$ cat config.mk
export PLATFORM = sky130hd
export DESIGN_NAME = mem_bus_initiator_flat
export DESIGN_NICKNAME = d
export VERILOG_FILES = /design/src/rtl/mem_bus_initiator_if.sv /design/src/rtl/mem_bus_initiator.sv /design/src/flat_wrapper.sv
export SDC_FILE = /design/constraint.sdc
export NUM_CORES = 1
export LEC_CHECK = 0
export CAP_MARGIN = 5
export CELL_PAD_IN_SITES_DETAIL_PLACEMENT = 1
export CELL_PAD_IN_SITES_GLOBAL_PLACEMENT = 1
export CORE_ASPECT_RATIO = 0.8
export CORE_MARGIN = 2
export CORE_UTILIZATION = 34
export DETAILED_ROUTE_END_ITERATION = 6
export HOLD_SLACK_MARGIN = 0.02
export PLACE_DENSITY = 0.88
export SYNTH_ARGS = -nofsm -noshare
export SYNTH_HDL_FRONTEND = slang
export SYNTH_SLANG_ARGS = --single-unit
$ cat constraint.sdc
create_clock -name clk -period 3.02 [get_ports clk]
set_clock_uncertainty 0.2 [all_clocks]
set_input_delay 0.453 -clock clk [delete_from_list [all_inputs] [get_ports clk]]
set_output_delay 0.453 -clock clk [all_outputs]
set_load 0.1 [all_outputs]
$ cat src/rtl/mem_bus_initiator_if.sv
// Core-request / MMU-port bundle for mem_bus_initiator.
// master: the initiator block itself; slave: the core/MMU side (testbench or wrapper).
interface mem_bus_initiator_if;

  // Core request channel
  logic        req_valid;
  logic        req_ready;
  logic        req_wr;
  logic [15:0] req_addr;
  logic [31:0] req_wdata;

  // Core response channel
  logic        rsp_valid;
  logic [31:0] rsp_rdata;
  logic        rsp_err;

  // MMU port
  logic [15:0] addressCPU;
  logic [31:0] dataCPU;
  logic        wrenCPU;
  logic [31:0] qCPU;
  logic        stallCPU;

  // Status
  logic        busy;

  modport master (
    input  req_valid, req_wr, req_addr, req_wdata, qCPU, stallCPU,
    output req_ready, rsp_valid, rsp_rdata, rsp_err, addressCPU, dataCPU, wrenCPU, busy
  );

  modport slave (
    output req_valid, req_wr, req_addr, req_wdata, qCPU, stallCPU,
    input  req_ready, rsp_valid, rsp_rdata, rsp_err, addressCPU, dataCPU, wrenCPU, busy
  );

endinterface

$ cat src/rtl/mem_bus_initiator.sv
// Bus initiator between the core execute stage and the MMU.
// Takes one load/store per valid/ready handshake, drives it onto the MMU port, honours
// stallCPU (with a timeout abort), absorbs the RAM read latency and returns one response.
// Every output is a flop.
module mem_bus_initiator #(
  parameter int unsigned RD_LAT    = 1,   // legal 1..3
  parameter int unsigned STALL_MAX = 255  // legal 1..65535
) (
  input logic                 clk,
  input logic                 nRst,
  mem_bus_initiator_if.master bus
);

  typedef enum logic [1:0] {
    StIdle,
    StIssue,
    StWaitRd
  } state_e;

  // Stall count value at which one more stalled edge reaches STALL_MAX.
  localparam logic [15:0] StallLast = 16'(STALL_MAX - 1);
  localparam logic [1:0]  RdLatInit = 2'(RD_LAT);

  state_e      state_q, state_d;
  logic [15:0] stall_cnt_q, stall_cnt_d;
  logic [1:0]  lat_cnt_q, lat_cnt_d;
  logic [15:0] addr_q, addr_d;
  logic [31:0] data_q, data_d;
  logic        wren_q, wren_d;
  logic [31:0] rdata_q, rdata_d;
  logic        rsp_valid_q, rsp_valid_d;
  logic        rsp_err_q, rsp_err_d;
  logic        req_ready_q, req_ready_d;
  logic        busy_q, busy_d;

  // Next-state and registered-output decode.
  always_comb begin
    state_d     = state_q;
    stall_cnt_d = stall_cnt_q;
    lat_cnt_d   = lat_cnt_q;
    addr_d      = addr_q;
    data_d      = data_q;
    wren_d      = wren_q;
    rdata_d     = rdata_q;
    rsp_valid_d = 1'b0;
    rsp_err_d   = 1'b0;

    unique case (state_q)
      StIdle: begin
        if (bus.req_valid) begin
          addr_d      = bus.req_addr;
          data_d      = bus.req_wdata;
          wren_d      = bus.req_wr;
          stall_cnt_d = '0;
          state_d     = StIssue;
        end
      end

      StIssue: begin
        if (bus.stallCPU) begin
          if (stall_cnt_q == StallLast) begin
            // Hung peripheral: drop the request and report an error response.
            wren_d      = 1'b0;
            rsp_valid_d = 1'b1;
            rsp_err_d   = 1'b1;
            state_d     = StIdle;
          end else begin
            stall_cnt_d = stall_cnt_q + 16'd1;
          end
        end else if (wren_q) begin
          // wren_q doubles as the store flag while in ISSUE.
          wren_d      = 1'b0;
          rsp_valid_d = 1'b1;
          state_d     = StIdle;
        end else begin
          lat_cnt_d = RdLatInit;
          state_d   = StWaitRd;
        end
      end

      StWaitRd: begin
        // The MMU has already taken the address, so stallCPU no longer matters here.
        if (lat_cnt_q == 2'd1) begin
          rdata_d     = bus.qCPU;
          rsp_valid_d = 1'b1;
          state_d     = StIdle;
        end else begin
          lat_cnt_d = lat_cnt_q - 2'd1;
        end
      end

      default: begin
        wren_d  = 1'b0;
        state_d = StIdle;
      end
    endcase

    // Ready during the response cycle so a new request can be taken back-to-back.
    req_ready_d = (state_d == StIdle);
    busy_d      = (state_d != StIdle);
  end

  // State and output registers; reset aborts any request in flight without a response.
  always_ff @(posedge clk or negedge nRst) begin
    if (!nRst) begin
      state_q     <= StIdle;
      stall_cnt_q <= '0;
      lat_cnt_q   <= '0;
      addr_q      <= '0;
      data_q      <= '0;
      wren_q      <= 1'b0;
      rdata_q     <= '0;
      rsp_valid_q <= 1'b0;
      rsp_err_q   <= 1'b0;
      req_ready_q <= 1'b1;
      busy_q      <= 1'b0;
    end else begin
      state_q     <= state_d;
      stall_cnt_q <= stall_cnt_d;
      lat_cnt_q   <= lat_cnt_d;
      addr_q      <= addr_d;
      data_q      <= data_d;
      wren_q      <= wren_d;
      rdata_q     <= rdata_d;
      rsp_valid_q <= rsp_valid_d;
      rsp_err_q   <= rsp_err_d;
      req_ready_q <= req_ready_d;
      busy_q      <= busy_d;
    end
  end

  // Drive the interface straight from the flops.
  assign bus.req_ready  = req_ready_q;
  assign bus.rsp_valid  = rsp_valid_q;
  assign bus.rsp_rdata  = rdata_q;
  assign bus.rsp_err    = rsp_err_q;
  assign bus.addressCPU = addr_q;
  assign bus.dataCPU    = data_q;
  assign bus.wrenCPU    = wren_q;
  assign bus.busy       = busy_q;

endmodule

$ cat src/flat_wrapper.sv
// flat-port wrapper written by rule: the top's interface ports become plain ports
module mem_bus_initiator_flat 
#(
  parameter int unsigned RD_LAT    = 1,                
  parameter int unsigned STALL_MAX = 255                   
)
  (clk, nRst, bus_req_valid, bus_req_wr, bus_req_addr, bus_req_wdata, bus_qCPU, bus_stallCPU, bus_req_ready, bus_rsp_valid, bus_rsp_rdata, bus_rsp_err, bus_addressCPU, bus_dataCPU, bus_wrenCPU, bus_busy);
  mem_bus_initiator_if bus_i ();
  input logic clk;
  input logic nRst;
  input wire logic [$bits(bus_i.req_valid)-1:0] bus_req_valid;
  input wire logic [$bits(bus_i.req_wr)-1:0] bus_req_wr;
  input wire logic [$bits(bus_i.req_addr)-1:0] bus_req_addr;
  input wire logic [$bits(bus_i.req_wdata)-1:0] bus_req_wdata;
  input wire logic [$bits(bus_i.qCPU)-1:0] bus_qCPU;
  input wire logic [$bits(bus_i.stallCPU)-1:0] bus_stallCPU;
  output wire logic [$bits(bus_i.req_ready)-1:0] bus_req_ready;
  output wire logic [$bits(bus_i.rsp_valid)-1:0] bus_rsp_valid;
  output wire logic [$bits(bus_i.rsp_rdata)-1:0] bus_rsp_rdata;
  output wire logic [$bits(bus_i.rsp_err)-1:0] bus_rsp_err;
  output wire logic [$bits(bus_i.addressCPU)-1:0] bus_addressCPU;
  output wire logic [$bits(bus_i.dataCPU)-1:0] bus_dataCPU;
  output wire logic [$bits(bus_i.wrenCPU)-1:0] bus_wrenCPU;
  output wire logic [$bits(bus_i.busy)-1:0] bus_busy;
  assign bus_i.req_valid = bus_req_valid;
  assign bus_i.req_wr = bus_req_wr;
  assign bus_i.req_addr = bus_req_addr;
  assign bus_i.req_wdata = bus_req_wdata;
  assign bus_i.qCPU = bus_qCPU;
  assign bus_i.stallCPU = bus_stallCPU;
  assign bus_req_ready = bus_i.req_ready;
  assign bus_rsp_valid = bus_i.rsp_valid;
  assign bus_rsp_rdata = bus_i.rsp_rdata;
  assign bus_rsp_err = bus_i.rsp_err;
  assign bus_addressCPU = bus_i.addressCPU;
  assign bus_dataCPU = bus_i.dataCPU;
  assign bus_wrenCPU = bus_i.wrenCPU;
  assign bus_busy = bus_i.busy;
  mem_bus_initiator #(.RD_LAT(RD_LAT), .STALL_MAX(STALL_MAX)) u_core (.clk(clk), .nRst(nRst), .bus(bus_i));
endmodule
==> results of run 1 <==
==> how the worst min path moves through the flow <==
stage	from	end	slack (ps)	cells past startpoint
5_1_grt	u_core.bus.rsp_rdata[7]	u_core.bus.rsp_rdata[7]	320	1
6_report	u_core.bus.rsp_rdata[16]	u_core.bus.rsp_rdata[16]	310	1
2_1_floorplan	nRst	u_core.bus.addressCPU[0]	-40	0
4_1_cts	u_core.bus.rsp_rdata[7]	u_core.bus.rsp_rdata[7]	310	1
3_3_place_gp	nRst	u_core.bus.dataCPU[16]	260	1
3_5_place_dp	nRst	u_core.bus.dataCPU[18]	270	1
==> cells in the final DEF (no fill, tap or decap), types with 2 or more instances in the layout <==
cell type,Yosys,final
nand3_1,8,8
nand2b_1,2,2
clkbuf_16,0,9
nor4_1,2,2
nor2b_1,2,2
buf_4,0,93
and2_1,2,2
a21oi_1,14,14
mux2_2,81,81
nor2_1,7,7
or4_4,2,2
nor4b_1,2,2
clkdlybuf4s50_1,0,83
a31oi_1,3,3
o21ai_0,11,11
or4_1,7,7
nand2_1,14,13
or3_1,3,3
nand4_1,7,7
clkbuf_1,3,4
dfrtp_1,104,104
nor3_1,2,2
o31ai_1,8,8
a41o_1,2,2
clkinvlp_4,0,2
ha_1,7,7
inv_1,8,8
==> worst max-delay path, delay by kind of cell, from the launching register on <==
family          cells  cell delay (ps)
mux                 1              200
buf+inv             1              120
fa+ha+maj           1              350
compound gates      1              160
flops               1              400
simple gates        2             1070
==> stage by stage <==
| stage | hold WS [ps] | instances | utilization, % |
|---|---|---|---|
| finish | 306 | 691 | 50.2 |
| detailed placement | 272 | 674 | 48.0 |
| global placement | 263 | 674 | 48.0 |
| CTS | 309 | 691 | 50.2 |
| global route | 323 | 691 | 50.2 |
| floorplan | -42.6 | 338 | - |
==> flip-flops by register name, summed over array words and instances (netlist names) <==
name,flops
u_core.bus.req_ready,1
u_core.bus.busy,1
u_core.bus.dataCPU,32
u_core.bus.rsp_valid,1
u_core.bus.rsp_err,1
u_core.bus.wrenCPU,1
u_core.stall_cnt_q,16
u_core.bus.addressCPU,16
u_core.bus.rsp_rdata,32
u_core.state_q,2
u_core.lat_cnt_q,2
==> layout make-up <==
cell class / instances / area share, %
multi-input cells: 209 / 27.2
repair buffers: 178 / 24.0
clock buffers: 13 / 3.70
well taps: 175 / 3.37
flip-flops and latches: 105 / 40.5
clock inverters: 3 / 0.694
inverters: 8 / 0.463
==> Yosys cell counts, types with 8 or more instances <==
master	number	area, sq um
nand3_1	8	40.0
inv_1	8	30.0
nand2_1	14	52.6
dfrtp_1	104	2600
o21ai_0	11	55.1
mux2_2	81	912
a21oi_1	14	70.1
o31ai_1	8	60.1
==> routing by layer <==
layer | up-vias | wire, um | track usage (%)
met4 | 0 | 146 | 5.07
li1 | 1592 | - | -
met2 | 127 | 6340 | 32.1
met5 | - | 0 | 0
met3 | 13 | 869 | 5.91
met1 | 1708 | 4880 | 20.5
==> kinds of logic after synthesis <==
logic type,count (synthesis)
compound gates,50
fa+ha+maj,7
buf+inv,24
flops,105
mux,83
simple gates,69
==> flow_summary.ini, run 1 <==
[sta]
rsz0062_at_grt = false
fin_tns_setup_ps = 0
tightest_slew_ps = 536
slew_violations = 0
min_period_over_period_pct = 85.3
setup_viol = 0
worst_slack_ps = 444
fmax_mhz = 388
timing_hold_violations_final = 0
min_period_ps = 2580
relSlewSlack_pct = 63.8

[worst_setup_path]
reg2reg_from = u_core.state_q[0]
critPathMaxFanout = 10
critPathKind = reg2reg
worstPathRequired_ps = 3090
crit_chain = inv_1, ha_1, mux2i_2, or4_4, or4_1, a21oi_1
cp-start-kind = flop
rr_endpoint = u_core.stall_cnt_q[15]
crit_arrival_ps = 2640
rr_worst_depth = 6
critPathCaptureType = flop
r2r_slack_ps = 440
worst_path_max_delay_cell = or4_4
startpoint = u_core.state_q[0]
critPathCapture = u_core.stall_cnt_q[15]
critPathMaxStageDelay_ps = 590

[finish]
area_growth_syn_to_layout_pct = 43.7
fillers = 1341
n_antenna_cell = 0
multi_input_area_sq_um = 1770
nets = 603
regArea_sq_um = 2630
drive_gt1_share_pct = 38.4
finalInstanceArea_sq_um = 6490

[route]
via_per_inst = 4.98
wire_per_inst_um = 17.7
drc = 0
dr.pass1.iters = 4
num_vias = 3440
ant_nets = 0
routed_wirelength_um = 12200
drt_iter0_drc = 110

[synth]
synth_area_sq_um = 4510
yosys.area_share.adder_pct = 1.94
synth_area_per_cell_sq_um = 13.4
synth_nets = 430
synthSimpleGateAreaFrac_pct = 9.20
synth_edf_count = 0
synth-seq-area-share_pct = 58.2
synth_xor_area_share_pct = 0
ys_warn_count = 0
async_reset_ff_share_pct = 100
synth_cells = 338
synth_top_family_by_area = multiplexers
synth_cell_types = 52
synth_compound_area_share_pct = 7.21
synth-seq-cells = 105
synth-main-ff-cell = dfrtp_1
synth_mux_area_share_pct = 20.7

[clock_network]
cts.repair.resized = 0
htreeDepth = 3
cts_hold_buf = 1
cts_sinks = 105
clk_pin_slew_ps = 70
cts_buffer_depth = 2
cts_setup_buffers = 0
root_buffer = clkbuf_16
cts_tree = built
cts_buffers = 9
clock_latency_ps = 340

[outcome]
status = finished clean

[grt]
gr-usage-all-layers_pct = 17.9
grt_overflow = 0
grt_max_degree = 67
grt_pass1_wl_um = 19900
grt_pass1_vias = 3844
antenna_found_initial = 0

[floorplanning]
core_sq_um = 12900
std_cell_rows = 37
initial_core_util_pct = 35.0
dieArea_sq_um = 14200
fp.dieW_um = 133
ioPinCount = 170
die_h_um = 107

[placed_design]
dpl_cell_area_sq_um = 6190
dp_slack_ps = 283
gp_congestion = 0.817
place_hpwl_um = 9260
numPortBuffers = 169

[job]
drv_cap = 0

[worst_hold_path]
hold_path_class = reg2reg
Power of run 1 is not shown: default switching activity piles up to over one toggle a cycle in this logic, so the estimate is an artifact.
==> inputs of run 2 (changes only) <==
--- a/config.mk
+++ b/config.mk
@@ -14,6 +14,7 @@
 export DETAILED_ROUTE_END_ITERATION = 6
 export HOLD_SLACK_MARGIN = 0.02
 export PLACE_DENSITY = 0.88
+export REMOVE_ABC_BUFFERS = 1
 export SYNTH_ARGS = -nofsm -noshare
 export SYNTH_HDL_FRONTEND = slang
 export SYNTH_SLANG_ARGS = --single-unit
==> run 2 against run 1 <==
Effect of this change: final cell count fell by 0.14%; sequential share of layout area fell by 0.19 points; global-route usage shrank 0.64 points; clock-buffer cell count down 4; die area unchanged; utilization grew 0.23 points; register-to-register slack got worse by 20 ps; via count about the same; sequential cell count did not move.
==> flow_summary.ini, run 2 (synthesized netlist as in run 1, its figures left out) <==
[worst_setup_path]
worstPathRequired_ps = 3080
crit_chain = inv_1, ha_1, mux2i_2, or4_4, or4_1, a21oi_1
worst_path_max_delay_cell = or4_4
rr_worst_depth = 6
cp-start-kind = flop
critPathCaptureType = flop
critPathKind = reg2reg
crit_arrival_ps = 2650
critPathMaxStageDelay_ps = 610
critPathMaxFanout = 10

[clock_network]
cts_buffer_depth = 2
clock_latency_ps = 340
cts_hold_buf = 1
root_buffer = clkbuf_16
cts_buffers = 9
cts_tree = built
cts_sinks = 105
htreeDepth = 3
clk_pin_slew_ps = 80
cts.repair.resized = 0
cts_setup_buffers = 0

[finish]
n_antenna_cell = 0
final_common_cell = dfrtp_1
fillers = 1344
final_cell_mix = dfrtp_1 (104), buf_4 (91), clkdlybuf4s50_1 (83)
drive_gt1_share_pct = 39.0
fin_cells = 690
nets = 602
area_growth_syn_to_layout_pct = 44.4

[placed_design]
dp_slack_ps = 196
numPortBuffers = 169
place_hpwl_um = 9170
gp_congestion = 0.819
place_inst = 673

[sta]
slew_violations = 0
tightest_slew_ps = 619
timing_hold_violations_final = 0
fin_tns_setup_ps = 0
setup_viol = 0
holdWs_ps = 307
fmax_mhz = 386
rsz0062_at_grt = false
min_period_ps = 2590
relSlewSlack_pct = 58.7
min_period_over_period_pct = 85.8
worst_slack_ps = 428

[job]
drv_cap = 0

[route]
routed_wirelength_um = 12100
drt_iter0_drc = 136
ant_nets = 0
via_per_inst = 4.98
dr.pass1.iters = 4
num_vias = 3438
wire_per_inst_um = 17.6
drc = 0

[floorplanning]
die_h_um = 107
dieArea_sq_um = 14200
fp.dieW_um = 133
core_sq_um = 12900
ioPinCount = 170
std_cell_rows = 37
initial_core_util_pct = 35.0

[outcome]
status = finished clean

[grt]
grt_max_degree = 60
grt_overflow = 0
antenna_found_initial = 0
grt_pass1_wl_um = 19300
gr-usage-all-layers_pct = 17.3
grt_pass1_vias = 3651

[worst_hold_path]
holdPathStages = 1
hold_path_class = reg2reg
## run 2: layout make-up
cell class / instances / area, sq um / share of cell area, %
flip-flops and latches: 105 / 2630 / 40.3
multi-input cells: 209 / 1770 / 27.1
repair buffers: 177 / 1560 / 24.0
clock buffers: 9 / 225 / 3.45
well taps: 175 / 219 / 3.36
clock inverters: 7 / 85.1 / 1.31
inverters: 8 / 30.0 / 0.461
## run 2: worst max-delay path: cells and delay by family, from the launching register on
family | cells | cell delay, ps
AND/OR/NAND/NOR | 2 | 1110
flip-flops | 1 | 410
multiplexers | 1 | 260
adder cells (fa/ha/maj) | 1 | 250
AO/OA/AOI/OAI | 1 | 170
buffers and inverters | 1 | 110
## run 2: stage by stage
| stage | instance area [sq um] | utilization (%) |
|---|---|---|
| global route | 6520 | 50.5 |
| global placement | 6200 | 48.0 |
| CTS | 6520 | 50.5 |
| floorplan | 4420 | - |
| finish | 6520 | 50.5 |
| detailed placement | 6200 | 48.0 |
## run 2: path summary, 6_finish.rpt
path,from,to,slack (ps)
worst max-delay path,u_core.state_q[0],u_core.stall_cnt_q[15],430
worst min-delay path,u_core.bus.rsp_rdata[10],u_core.bus.rsp_rdata[10],310
worst max register to register,u_core.state_q[0],u_core.stall_cnt_q[15],430
worst min register to register,u_core.bus.rsp_rdata[10],u_core.bus.rsp_rdata[10],310
max in group asynchronous,nRst,u_core.bus.req_ready,1350
min in group asynchronous,nRst,u_core.stall_cnt_q[5],470
## run 2: routing by layer
layer / global-route usage (%) / part of all wire (%) / vias to the layer above
li1: - / - / 1588
met5: 0 / 0 / -
met1: 21.4 / 41 / 1683
met4: 3.38 / 0.75 / 0
met2: 30.1 / 50 / 155
met3: 5.15 / 7.9 / 12
Power of run 2 is left out for the same reason.
==> inputs of run 3 (changes only) <==
--- a/config.mk
+++ b/config.mk
@@ -10,10 +10,10 @@
 export CELL_PAD_IN_SITES_GLOBAL_PLACEMENT = 1
 export CORE_ASPECT_RATIO = 0.8
 export CORE_MARGIN = 2
-export CORE_UTILIZATION = 34
+export CORE_UTILIZATION = 37
 export DETAILED_ROUTE_END_ITERATION = 6
 export HOLD_SLACK_MARGIN = 0.02
-export PLACE_DENSITY = 0.88
+export PLACE_DENSITY = 0.94
 export REMOVE_ABC_BUFFERS = 1
 export SYNTH_ARGS = -nofsm -noshare
 export SYNTH_HDL_FRONTEND = slang
==> constraint.sdc (replaced) <==
create_clock -name clk -period 3.25 [get_ports clk]
set_clock_uncertainty 0.2 [all_clocks]
set_input_delay 0.4875 -clock clk [delete_from_list [all_inputs] [get_ports clk]]
set_output_delay 0.4875 -clock clk [all_outputs]
set_load 0.1 [all_outputs]
==> run 3 against run 2 <==
Effect of this change: maximum frequency is 4.8% lower; non-clock buffer count shrank 3; sequential share of layout area grew 0.43 points; sequential cell count did not move; die area shrank 7.8%; routed wire length is 0.38% lower; design area decreased by 1.1%; global-route usage increased by 0.72 points; critical path type unchanged; via count up 0.73%.
==> flow_summary.ini, run 3 (synthesized netlist as in run 1, its figures left out) <==
[route]
via_per_inst = 5.23
drt_iter0_drc = 118
wire_per_inst_um = 18.3
dr.pass1.iters = 4
num_vias = 3463
routed_wirelength_um = 12100
drc = 0
ant_nets = 0

[clock_network]
clk_pin_slew_ps = 70
cts_buffer_depth = 2
cts.repair.resized = 0
root_buffer = clkbuf_16
cts_sinks = 105
cts_tree = built
htreeDepth = 3
clock_latency_ps = 330
cts_setup_buffers = 0
cts_buffers = 9

[finish]
area_growth_syn_to_layout_pct = 42.9
final_util_pct = 53.6
n_antenna_cell = 0
final_common_cell = dfrtp_1
fillers = 1239
multi_input_area_sq_um = 1770
regArea_sq_um = 2630
final_cell_mix = dfrtp_1 (104), buf_4 (88), clkdlybuf4s50_1 (83)
drive_gt1_share_pct = 38.4
nets = 599

[grt]
gr-usage-all-layers_pct = 18.0
grt_max_degree = 64
grt_pass1_vias = 3721
grt_pass1_wl_um = 18800
grt_overflow = 0
antenna_found_initial = 0

[worst_setup_path]
crit_chain = inv_1, ha_1, mux2i_2, or4_4, or4_1, a21oi_1
crit_family = simple AND/OR/NAND/NOR gates
crit_arrival_ps = 2770
worst_path_max_delay_cell = or4_4
reg2reg_from = u_core.state_q[1]
critPathCaptureType = flop
critPathMaxStageDelay_ps = 590
worstPathRequired_ps = 3300
critPathMaxFanout = 13
rr_worst_depth = 6
path_buf_inv = 1
critPathKind = reg2reg
cp-start-kind = flop
r2r_slack_ps = 530
rr_endpoint = u_core.stall_cnt_q[13]

[job]
drv_cap = 0

[sta]
min_period_ps = 2720
fin_tns_setup_ps = 0
tightest_slew_ps = 563
fmax_mhz = 367
timing_hold_violations_final = 0
setup_viol = 0
min_period_over_period_pct = 83.7
rsz0062_at_grt = false
relSlewSlack_pct = 62.0
slew_violations = 0

[worst_hold_path]
holdPathStages = 1
hp-start = u_core.bus.addressCPU[15]
hold_end = u_core.bus.addressCPU[15]
hold_path_class = reg2reg

[floorplanning]
initial_core_util_pct = 37.5
core_sq_um = 12000
ioPinCount = 170
std_cell_rows = 36
die_h_um = 103
fp.dieW_um = 127
dieArea_sq_um = 13100

[placed_design]
numPortBuffers = 169
gp_congestion = 0.863
place_hpwl_um = 9060

[outcome]
status = finished clean
## run 3: worst max path at each step
| stage | depth (start not counted) | slack, ps | to | startpoint |
|---|---|---|---|---|
| floorplan | 6 | 190 | u_core.stall_cnt_q[3] | u_core.state_q[0] |
| global placement | 5 | 480 | u_core.stall_cnt_q[15] | bus_req_valid |
| detailed placement | 5 | 430 | u_core.stall_cnt_q[13] | bus_req_valid |
| CTS | 6 | 520 | u_core.stall_cnt_q[13] | u_core.state_q[1] |
| global route | 6 | 370 | u_core.stall_cnt_q[13] | u_core.state_q[1] |
| finish | 6 | 530 | u_core.stall_cnt_q[13] | u_core.state_q[1] |
## run 3: final cells by class
type | count | share of cell area, %
clock buffers | 10 | 3.71
clock inverters | 4 | 0.834
inverters | 8 | 0.466
multi-input cells | 209 | 27.4
flip-flops and latches | 105 | 40.8
well taps | 152 | 2.95
repair buffers | 174 | 23.9
## run 3: stage by stage
step | setup slack, ps | hold WS [ps] | cells | cell area [sq um]
after floorplan | 189 | -8.09 | 322 | 4420
after global placement | 483 | 290 | 647 | 6150
after detailed placement | 428 | 295 | 647 | 6150
after CTS | 516 | 311 | 662 | 6450
after global routing | 369 | 322 | 662 | 6450
final | 528 | 308 | 662 | 6450
## run 3: timing repair
action	4_1_cts	5_1_grt
setup endpoints to repair	0	0
hold buffers	1	0
hold endpoints to repair	42	0
## run 3: layer usage
layer,vias to the layer above,wire [um],GRT usage [%]
met5,-,0,0
met2,132,6120,32.3
met4,0,38,3.80
li1,1580,-,-
met1,1746,5020,22.1
met3,5,902,4.88
Power of run 3 is left out for the same reason.
